$ cat src/rtl/pci_pkg.sv
// Shared PCI definitions: arbiter state encoding, active-low signal levels
// and the bus command codes that the target also decodes.
package pci_pkg;

    typedef enum logic [2:0] {
        IDLE  = 3'd0,
        PARK  = 3'd1,
        GRANT = 3'd2,
        BUSY  = 3'd3,
        TURN  = 3'd4
    } arb_state_t;

    // All PCI handshake lines in this slice are active-low.
    localparam logic ASSERTED   = 1'b0;
    localparam logic DEASSERTED = 1'b1;

    typedef enum logic [3:0] {
        READ  = 4'b0010,
        WRITE = 4'b0011
    } pci_cmd_t;

endpackage : pci_pkg

$ cat src/rtl/pci_bus_arbiter_rr_picker.sv
// Combinational round-robin search: the first active-low request found after
// last_winner (wrapping modulo N) wins.
module rr_picker
    import pci_pkg::*;
#(
    parameter int N = 4
) (
    input  logic [N-1:0]         req,
    input  logic [$clog2(N)-1:0] last_winner,
    output logic [$clog2(N)-1:0] winner,
    output logic                 any_req
);

    localparam int W = $clog2(N);

    always_comb begin
        logic [W-1:0] cand;
        // NOTE: every output gets a default before the search loop, otherwise
        // the paths where no request matches would infer latches.
        winner  = last_winner;
        any_req = 1'b0;
        cand    = '0;
        for (int k = 1; k <= N; k++) begin
            cand = W'((int'(last_winner) + k) % N);
            if (!any_req && req[cand] == ASSERTED) begin
                winner  = cand;
                any_req = 1'b1;
            end
        end
    end

endmodule : rr_picker

$ cat src/rtl/pci_bus_arbiter.sv
// Central PCI bus arbiter: round-robin grants with parking, start timeout and
// pre-arbitration while the current owner's transaction is still running.
module pci_bus_arbiter
    import pci_pkg::*;
#(
    parameter int NUM_MASTERS   = 4,
    parameter int PARK_MASTER   = 0,
    parameter int START_TIMEOUT = 16
) (
    input  logic                           clk,
    input  logic                           rst,
    input  logic [NUM_MASTERS-1:0]         req,
    input  logic                           frame,
    input  logic                           irdy,
    output logic [NUM_MASTERS-1:0]         gnt,
    output logic [$clog2(NUM_MASTERS)-1:0] bus_owner,
    output logic                           bus_busy
);

    localparam int OW = $clog2(NUM_MASTERS);
    localparam int TW = $clog2(START_TIMEOUT);
    localparam logic [OW-1:0] PARK_IDX  = OW'(PARK_MASTER);
    localparam logic [OW-1:0] LAST_IDX  = OW'(NUM_MASTERS - 1);
    localparam logic [TW-1:0] TIMER_END = TW'(START_TIMEOUT - 1);

    arb_state_t             state, state_n;
    logic [NUM_MASTERS-1:0] gnt_n;
    logic [OW-1:0]          owner_n, last_winner, last_n, winner;
    logic [TW-1:0]          timer, timer_n;
    logic                   any_req, other_req, bus_idle;

    function automatic logic [NUM_MASTERS-1:0] grant_to(input logic [OW-1:0] idx);
        logic [NUM_MASTERS-1:0] v;
        v      = {NUM_MASTERS{DEASSERTED}};
        v[idx] = ASSERTED;
        return v;
    endfunction

    rr_picker #(.N(NUM_MASTERS)) u_picker (
        .req         (req),
        .last_winner (last_winner),
        .winner      (winner),
        .any_req     (any_req)
    );

    assign bus_idle  = (frame == DEASSERTED) && (irdy == DEASSERTED);
    // Requests from anyone but the master currently holding the grant.
    assign other_req = |(~req & grant_to(bus_owner));

    always_comb begin
        state_n = state;
        gnt_n   = gnt;
        owner_n = bus_owner;
        last_n  = last_winner;
        timer_n = timer;
        case (state)
            IDLE, TURN: begin
                if (any_req) begin
                    gnt_n   = grant_to(winner);
                    owner_n = winner;
                    timer_n = '0;
                    state_n = GRANT;
                end else begin
                    gnt_n   = grant_to(PARK_IDX);
                    owner_n = PARK_IDX;
                    state_n = PARK;
                end
            end
            PARK: begin
                if (frame == ASSERTED) begin
                    state_n = BUSY;
                end else if (other_req) begin
                    gnt_n   = '1;
                    state_n = TURN;
                end else if (req[PARK_IDX] == ASSERTED) begin
                    timer_n = '0;
                    state_n = GRANT;
                end
            end
            GRANT: begin
                if (frame == ASSERTED) begin
                    last_n  = bus_owner;
                    state_n = BUSY;
                end else if (req[bus_owner] == DEASSERTED) begin
                    gnt_n   = '1;
                    state_n = TURN;
                end else if (timer == TIMER_END) begin
                    // A master that never started drops to lowest priority.
                    gnt_n   = '1;
                    last_n  = bus_owner;
                    state_n = TURN;
                end else if (timer != '1) begin
                    timer_n = timer + 1'b1;
                end
            end
            BUSY: begin
                if (bus_idle) begin
                    gnt_n   = '1;
                    state_n = TURN;
                end else if (other_req) begin
                    gnt_n = '1;
                end
            end
            default: begin
                gnt_n   = '1;
                state_n = IDLE;
            end
        endcase
    end

    // NOTE: state registers use non-blocking assignments so every flop samples
    // the pre-edge values computed above, independent of statement order.
    always_ff @(posedge clk or posedge rst) begin
        if (rst) begin
            state       <= IDLE;
            gnt         <= '1;
            bus_owner   <= PARK_IDX;
            bus_busy    <= 1'b0;
            last_winner <= LAST_IDX;
            timer       <= '0;
        end else begin
            state       <= state_n;
            gnt         <= gnt_n;
            bus_owner   <= owner_n;
            bus_busy    <= !bus_idle;
            last_winner <= last_n;
            timer       <= timer_n;
        end
    end

endmodule : pci_bus_arbiter

$ cat config.mk
export PLATFORM = sky130hd
export DESIGN_NAME = pci_bus_arbiter
export DESIGN_NICKNAME = d
export VERILOG_FILES = /design/src/rtl/pci_pkg.sv /design/src/rtl/pci_bus_arbiter_rr_picker.sv /design/src/rtl/pci_bus_arbiter.sv
export SDC_FILE = /design/constraint.sdc
export NUM_CORES = 1
export LEC_CHECK = 0
export CORE_MARGIN = 2
export CORE_UTILIZATION = 25
export CTS_CLUSTER_SIZE = 40
export DETAILED_ROUTE_END_ITERATION = 6
export GPL_TIMING_DRIVEN = 0
export PLACE_DENSITY = 0.5
export SLEW_MARGIN = 20
export SYNTH_ARGS = -nofsm -noshare
export SYNTH_HDL_FRONTEND = slang
export SYNTH_HIERARCHICAL = 1
export SYNTH_SLANG_ARGS = --single-unit
$ cat constraint.sdc
create_clock -name clk -period 2.7 [get_ports clk]
set_input_delay 0.405 -clock clk [delete_from_list [all_inputs] [get_ports clk]]
set_output_delay 0.405 -clock clk [all_outputs]
set_load 0.005 [all_outputs]
* Word-level counts from Yosys, hierarchy flattened
Cells that the tools add are included.
** Storage, ports and cells
- Register bits after elaboration :: 16
- Bits in latches :: 0
- Bits in writable memories :: 0
- ROM bits :: 0
- Bits of input ports :: 8
- Output and inout port bits :: 7
- Logic and storage cells :: 115
- Memories kept :: 0
** Operators by class
- $add $sub $neg :: 5
- Multipliers :: 0
- Divide/modulo/power cells :: 0
- Order comparisons :: 8
- Equality and inequality tests :: 20
- Shifts and indexed selects :: 0
- Multiplexer cells :: 52
- Bitwise operators :: 7
- Reductions and logical operators :: 17
** Operators by type and width (count)
- $mux W4 :: 15
- $mux W3 :: 7
- $ne A2 B2 Y1 const B :: 10
- $lt A2 B3 Y1 const B :: 6
- $mux W2 :: 9
- $pmux W4 S4 :: 1
- $ne A4 B4 Y1 const B :: 3
- $not A4 Y4 :: 3
- $pmux W3 S4 :: 1
- $pmux W4 S3 :: 1
- $mux W1 :: 11
- $bmux W1 S2 :: 5
- $reduce_and A3 Y1 :: 3
- $reduce_and A9 Y1 :: 1
- $eq A3 B2 Y1 const B :: 2
- $logic_and A1 B1 Y1 :: 6
- $add A2 B1 Y2 const B :: 2
- $add A2 B2 Y2 const B :: 2
- $add A4 B1 Y4 const B :: 1
- $and A4 B4 Y4 :: 1
- $demux W1 S2 :: 2
- $eq A4 B4 Y1 const B :: 1
- $ge A2 B1 Y1 const B :: 2
- $reduce_or A4 Y1 :: 1
- other kinds (9) :: 13

* Depth between registers and ports, before layout
Gate-level depths: netlist of the first run.
- Word-level depth :: 19
- Gate-level depth with buffers :: 6
- Depth with buffers taken out :: 6

* By module
The synthesis of the first run kept the hierarchy.
** Modules (own cells, without submodules)
- pci_bus_arbiter :: instances 1, cells each 104, area an instance 965.9 sq um, sequential area each 407.9 sq um
- rr_picker :: instances 1, cells each 14, area an instance 77.6 sq um, sequential area each 0.0 sq um

* Least setup slack after synthesis of the first run
Ideal clock, no wire load.
- Path type :: flip-flop to flip-flop
- From :: register bus_owner[0]
- To :: register timer[3]
- Setup time :: 0.124 ns
- Arrival :: 1.466 ns
- Data required time :: 2.576 ns
- Slack :: 1.110 ns
- Cell stages (with the launch flop) :: 6
- Buffers on the path :: 0
- Clock period less this slack :: 1.590 ns
- Cell sequence :: dfrtp_1 > mux4_2 > o21ai_1 > o2111ai_2 > o21ai_1 > o21ai_1
** Between the ends
- Cells in the longest elaborated chain, start to end :: 9
- Elaborated cells between the ends (all ways) :: 13
- Those cells by class :: 2 x order compare; 2 x eq/ne; 4 x mux; 2 x bitwise; 3 x reduce/logical
** RTL lines
- from (decl) :: line pci_bus_arbiter.sv:16 : output logic [$clog2(NUM_MASTERS)-1:0] bus_owner,
- from (signal assigned) :: line pci_bus_arbiter.sv:124 : bus_owner <= owner_n;
- $lt A2 B3 Y1 (not written as such) or $ge A2 B1 Y1 (tied branches) :: line pci_bus_arbiter.sv:35 : v[idx] = ASSERTED;
- $logic_and A1 B1 Y1 (not written as such) :: line pci_bus_arbiter.sv:35
- $mux W1 (not written as such) :: line pci_bus_arbiter.sv:35
- $demux W1 S2 :: line pci_bus_arbiter.sv:35
- $not A4 Y4 (no source line)
- $and A4 B4 Y4 :: line pci_bus_arbiter.sv:48 : assign other_req = |(~req & grant_to(bus_owner));
- $reduce_or A4 Y1 :: line pci_bus_arbiter.sv:48
- $ne A2 B2 Y1 (no source line)
- $reduce_and A9 Y1 (no source line) *
- to (signal assigned) :: line pci_bus_arbiter.sv:127 : timer <= timer_n;
- to (decl) :: line pci_bus_arbiter.sv:29 : logic [TW-1:0] timer, timer_n;
Mark *: on every way between the ends. The rest lies on a longest branch, timed or not. The select of a mux whose other input is x is not followed.
A chain may end at the register's enable or synchronous reset.

* Final worst setup path of the first run
- From :: input req[2]
- To :: register gnt[0]
** Between the ends
- Cells in the longest elaborated chain, start to end :: 18
- Elaborated cells between the ends (all ways) :: 44
- Those cells by class :: 2 x order compare; 1 x eq/ne; 27 x mux; 6 x bitwise; 8 x reduce/logical
** RTL lines
- from (decl) :: line pci_bus_arbiter.sv:12 : input logic [NUM_MASTERS-1:0] req,
- $bmux W1 S2 :: line pci_bus_arbiter_rr_picker.sv:25 : if (!any_req && req[cand] == ASSERTED) begin
- $mux W1 (not written as such) :: line pci_bus_arbiter_rr_picker.sv:25
- $not A1 Y1 :: line pci_bus_arbiter_rr_picker.sv:25
- $logic_and A1 B1 Y1 :: line pci_bus_arbiter_rr_picker.sv:25
- $mux W1 :: line pci_bus_arbiter_rr_picker.sv:25
- $logic_not A1 Y1 :: line pci_bus_arbiter_rr_picker.sv:25
- $logic_and A1 B1 Y1 :: line pci_bus_arbiter_rr_picker.sv:25
- $mux W1 :: line pci_bus_arbiter_rr_picker.sv:25
- [... 2 more ...]
- $mux W2 :: line pci_bus_arbiter_rr_picker.sv:25
- $lt A2 B3 Y1 (not written as such) or $ge A2 B1 Y1 (tied branches) :: line pci_bus_arbiter.sv:35
- $logic_and A1 B1 Y1 (not written as such) :: line pci_bus_arbiter.sv:35
- $mux W1 (not written as such) :: line pci_bus_arbiter.sv:35
- $demux W1 S2 :: line pci_bus_arbiter.sv:35
- $not A4 Y4 (no source line)
- $mux W4 :: line pci_bus_arbiter.sv:58 : if (any_req) begin
- $pmux W4 S4 :: line pci_bus_arbiter.sv:56 : case (state)
- to (signal assigned) :: line pci_bus_arbiter.sv:123 : gnt <= gnt_n;
- to (decl) :: line pci_bus_arbiter.sv:15 : output logic [NUM_MASTERS-1:0] gnt,
Parallel ways exist; a longest one is shown, timed or not. The select of a mux whose other input is x is not followed.

==> metrics, run 1 <==
Sw Ratio 0.384; Post-CTS Resized 0; f_max 503 MHz; FFs w/ async S/R, synth 1.00; Gate Count Post-Synth 118; YS warnings 6; largest net degree at the start of global routing 17; Ports 15; setup tns final 0 ns; Syn Area/Cell 8.84 sq um; Post-Syn Nets 127; H-tree depth 1; cell breakdown of the critical path clkdlybuf4s50_1 > or2b_2 > a21oi_1 > a31oi_1 > o311ai_2 > a22oi_1; Critical path buffers and inverters 1; finished layout cell area 1290 sq um; first-pass GRT wire length 3970 um; worst relative slew slack 0.582; class of the worst hold path reg -> reg; RSZ-0062 raised after global routing no; Detailed Place HPWL 1730 um; synth-to-layout area growth 23.7%; Reg2Reg Launch Point bus_owner[0]; Clk Latency, worst-skew pair 0.25 ns; Crit path depth 6; Finish-stage setup viols 0; final worst slack 0.711 ns; worst slew pin tran 0.626 ns; Mapped Area 1040 sq um; Setup crit end gnt[0]; Hold Path Origin gnt[2]; length of the first detailed-routing pass in iterations 4; post-CTS setup buffers 0; R2R setup slack 0.97 ns; max-slew violations 0; Max clock buf depth 2; max_cap viols 0; ys flop type dfrtp_1; placed cell areas 1240 sq um; layout cells sized above 1 0.148; worst setup path start req[2]; Leak 0.515 nW; number of synthesized flops with an enable pin 0; kind of critical path in -> reg; root buf cell clkbuf_8; Chip Height 68.6 um; Final #Nets 145; clock sink total 16; Via density 4.91; initial antenna violation count 0; Setup Skew 0.00371 ns; combinational group share of total power 0.499; DR DRC count 0; initial DRC count 27; outcome completed; pwr dens 1060 nW/um^2; min cycle time layout 1.99 ns; starting density of the core 0.261; Flop pwr share 0.342; CTS Buf Count 3; switching pwr 0.000524 W; Crit path max-delay family compound AO/OA/AOI/OAI gates; post-route ant nets 0; FF-to-FF path depth 5; Critical Path Sink Type register; core area 4000 sq um; Final period util 0.737; vias in the first global route 878; CTS Hold Bufs 0; TritonCTS clock tree built; die area 4710 sq um; Critical Path AT 2.15 ns; critical path's largest stage delay 0.58 ns; Crit path required time 2.86 ns; row count 23; crit path max-delay cell type clkdlybuf4s50_1; vias post-DR 909; post-synthesis register bit count 16; PortBufs 13; clock share of power 0.159; Routed WL per cell 12.6 um; Overflow after GRT 0; CP max FO 7; CTS clock-pin slew for the worst setup and hold paths 0.06 ns; drt total wl 2330 um; R2R Path End timer[3]; internal power 0.000841 W; Distinct cells, synth 38; die width 68.6 um; Seq/Total Area, Yosys 0.391; Setup crit start kind input port; Worst IR Drop VDD 371 uV; Total GRT Usage 0.114; worst hold margin 0.511 ns; ANT cells 0; gpl congestion 0.798; worst slack, placed 0.428 ns; Final Hold Viols 0
==> cells by family (layout without fill, tap and decap cells) <==
logic type	after synthesis	count (layout)	synth area share
compound gates	37	37	0.239
xor+xnor	1	1	0.00839
fa+ha+maj	1	1	0.0120
buf+inv	9	26	0.0611
flops	16	16	0.391
mux	4	4	0.0528
simple gates	50	50	0.236
==> metrics by stage <==
stage,util,cells,total power [W]
floorplan,-,118,0.000937
global placement,0.309,181,0.00115
detailed placement,0.309,181,0.00116
CTS,0.323,185,0.00138
global route,0.323,185,0.00150
finish,0.323,185,0.00137
==> power groups by stage <==
stage | combinational, W | clock [W] | sequential, W
after floorplan | 0.000484 | 0 | 0.000454
after global placement | 0.000686 | 0 | 0.000468
after detailed placement | 0.000685 | 0 | 0.000472
after CTS | 0.000688 | 0.000224 | 0.000468
after global routing | 0.000780 | 0.000234 | 0.000486
final | 0.000682 | 0.000217 | 0.000467
==> registers in the layout, indices dropped and copies added (netlist names) <==
register / count
gnt: 4
timer: 4
state: 3
bus_owner: 2
last_winner: 2
bus_busy: 1
==> cells in the final DEF, fill, tap and decap left out, types with 5 or more instances in the layout <==
cell,netlist,final
a21oi_1,8,8
clkbuf_8,3,7
clkdlybuf4s50_1,0,13
dfrtp_1,10,10
dfstp_2,6,6
inv_1,5,5
nand2_1,15,15
nand3_1,6,6
nor2_1,14,14
o21ai_0,6,6
o21ai_1,6,6
==> worst min path at each step <==
stage	slack, ns	cells past startpoint	end
final	0.51	2	gnt[2]
after global placement	0.50	1	timer[3]
after detailed placement	0.50	1	timer[3]
after CTS	0.51	1	timer[3]
after global routing	0.52	1	timer[3]
after floorplan	0.31	1	bus_busy
==> Yosys cell counts (2+ instances only) <==
master | number | share of area
o21ai_1 | 6 | 0.029
o21ai_0 | 6 | 0.029
dfstp_2 | 6 | 0.15
nand3_1 | 6 | 0.029
clkbuf_8 | 3 | 0.040
nand3b_1 | 2 | 0.014
nor2_1 | 14 | 0.050
a22oi_1 | 2 | 0.014
a21oi_1 | 8 | 0.038
dfrtp_1 | 10 | 0.24
mux2_1 | 2 | 0.022
a31oi_1 | 3 | 0.018
nand4_1 | 2 | 0.012
nor2b_1 | 2 | 0.012
nor3b_1 | 3 | 0.022
o21a_1 | 2 | 0.014
nor3_1 | 2 | 0.0096
nand2_1 | 15 | 0.054
inv_1 | 5 | 0.018
==> layer usage <==
layer  global-route usage  share of wire  up-vias
met5                    0              0        -
met2                0.177           0.44       11
met4               0.0600          0.019        0
met1                0.150           0.50      430
met3               0.0211          0.037        4
li1                     -              -      464
==> tightest hold or removal path, cell delays in order, from the launching register on <==
cell and delay (ns):
dfstp_2 0.37, nor2_1 0.07, a21oi_1 0.07
==> cell type report <==
type | instances | area [sq um]
fillers | 423 | 2710
multi-input cells | 93 | 572
flip-flops and latches | 16 | 408
repair buffers | 13 | 130
well taps | 50 | 62.6
clock buffers | 4 | 55.1
plain buffers | 4 | 45.0
inverters | 5 | 18.8
(Power assumes the default switching activity.)
==> inputs of run 2 (changes only) <==
Clock period 2.7 ns to 1.9 ns, I/O delays scaled along.
==> run 2 against run 1 <==
Net effect:
- clock power increased by 42%
- routed wire length increased by 1.7%
- sequential cell count is the same
- clock skew hardly changed
- die area is the same
- global-route usage did not move
- largest power group unchanged
- power rose by 44%
- sequential share of layout area fell by 0.48 points
- via count increased by 1.2%
- register-to-register slack lost 0.80 ns
- combinational power rose by 46%
- sequential power grew 42%
- largest cell class unchanged
==> metrics, run 2 (same netlist as run 1, synthesis figures left out) <==
outcome completed; Worst IR Drop VDD 516 uV; Final #Nets 146; largest net degree at the start of global routing 17; register area 408 sq um; Chip Height 68.6 um; vias in the first global route 878; max-slew violations 0; Setup crit start kind register; H-tree depth 1; layout cells sized above 1 0.162; worst slew pin tran 0.633 ns; most frequent cells in the layout 15 x nand2_1, 13 x nor2_1, 10 x dfrtp_1; length of the first detailed-routing pass in iterations 4; Max clock buf depth 2; PortBufs 13; core area 4000 sq um; FF-to-FF path depth 5; CTS clock-pin slew for the worst setup and hold paths 0.07 ns; pwr dens 1500 nW/um^2; area of the multi-input gates 574 sq um; DR DRC count 0; synth-to-layout area growth 25.7%; Final period util 0.912; first-pass GRT wire length 3970 um; Clk Latency, worst-skew pair 0.25 ns; final core utilization 0.328; final worst slack 0.167 ns; starting density of the core 0.261; row count 23; Finish-stage setup viols 0; root buf cell clkbuf_8; max_cap viols 0; clock sink total 16; worst setup path start bus_owner[0]; f_max 577 MHz; initial antenna violation count 0; Final Hold Viols 0; worst relative slew slack 0.578; total power 0.00197 W; Top Metal Used met4; class of the worst hold path in -> async; R2R setup slack 0.17 ns; commonest non-fill, non-tap cell in the layout nand2_1; min cycle time layout 1.73 ns; die area 4710 sq um; Leak 0.556 nW; Routed WL per cell 12.7 um; Crit path required time 2.04 ns; Ports 15; RSZ-0062 raised after global routing no; CTS Buf Count 3; vias post-DR 920; finished layout cell area 1310 sq um; TritonCTS clock tree built; Total GRT Usage 0.114; gpl congestion 0.798; fillers 424; initial DRC count 27; Reg2Reg Launch Point bus_owner[0]; DR WL met2 1060 um; placed cell areas 1240 sq um; Critical Path Sink Type register; Setup Skew 0.00411 ns; Overflow after GRT 0; CP max FO 6; met3 WL 93 um; Top Registers gnt: 4 flops, timer: 4 flops, state: 3 flops; ANT cells 0; worst slack, placed -0.252 ns; kind of critical path reg -> reg; Detailed Place HPWL 1730 um; post-route ant nets 0; met1 WL 1160 um; Critical Path AT 1.88 ns; drt total wl 2370 um; die width 68.6 um; Via density 4.95
run 2: changes by cell type in the layout (fill, tap and decap cells not counted), sizes merged:
cell           change
clkdlybuf4s50      -4
buf                +1
dlymetal6s2s       +4
run 2: through the flow:
step	cells	hold WS (ns)	setup TNS [ns]
CTS	185	0.410	0
finish	186	0.412	0
global route	186	0.446	0
global placement	181	0.499	-2.38
detailed placement	181	0.502	-2.51
floorplan	118	0.194	0
run 2: critical path, cell delays in order, from the launching register on:
cell and delay (ns):
dfrtp_1 0.44, mux4_2 0.58, o21ai_1 0.18, o2111ai_2 0.18
o21ai_1 0.17, o21ai_1 0.07
run 2: metal layers:
layer	up-vias	global-route usage
met4	0	0.0600
met3	4	0.0211
met5	-	0
met2	13	0.177
met1	439	0.150
li1	464	-
run 2: cell type report:
cell class              instances  area share
multi-input cells              93       0.438
repair buffers                 14       0.113
clock buffers                   4      0.0420
flip-flops and latches         16       0.311
well taps                      50      0.0477
plain buffers                   4      0.0344
inverters                       5      0.0143
run 2: path summary, 6_finish.rpt:
path,to
min in group clk,bus_busy
worst min register to register,gnt[2]
worst max-delay path,timer[3]
max in group asynchronous,state[2]
worst min-delay path,timer[0]
worst max register to register,timer[3]
run 2: what timing repair did:
item                                    4_1_cts  5_1_grt
endpoints found under the setup margin        0       11
hold buffers                                  0        0
buffers inserted                              0        1
gates resized for setup                       0        5
run 2: report_power, final:
part	switching, W	internal, W	total [W]	leakage (nW)
Clock	0.000124	0.000184	0.000308	0.0288
Combinational	0.000487	0.000509	0.000996	0.337
Sequential	0.000142	0.000521	0.000663	0.190
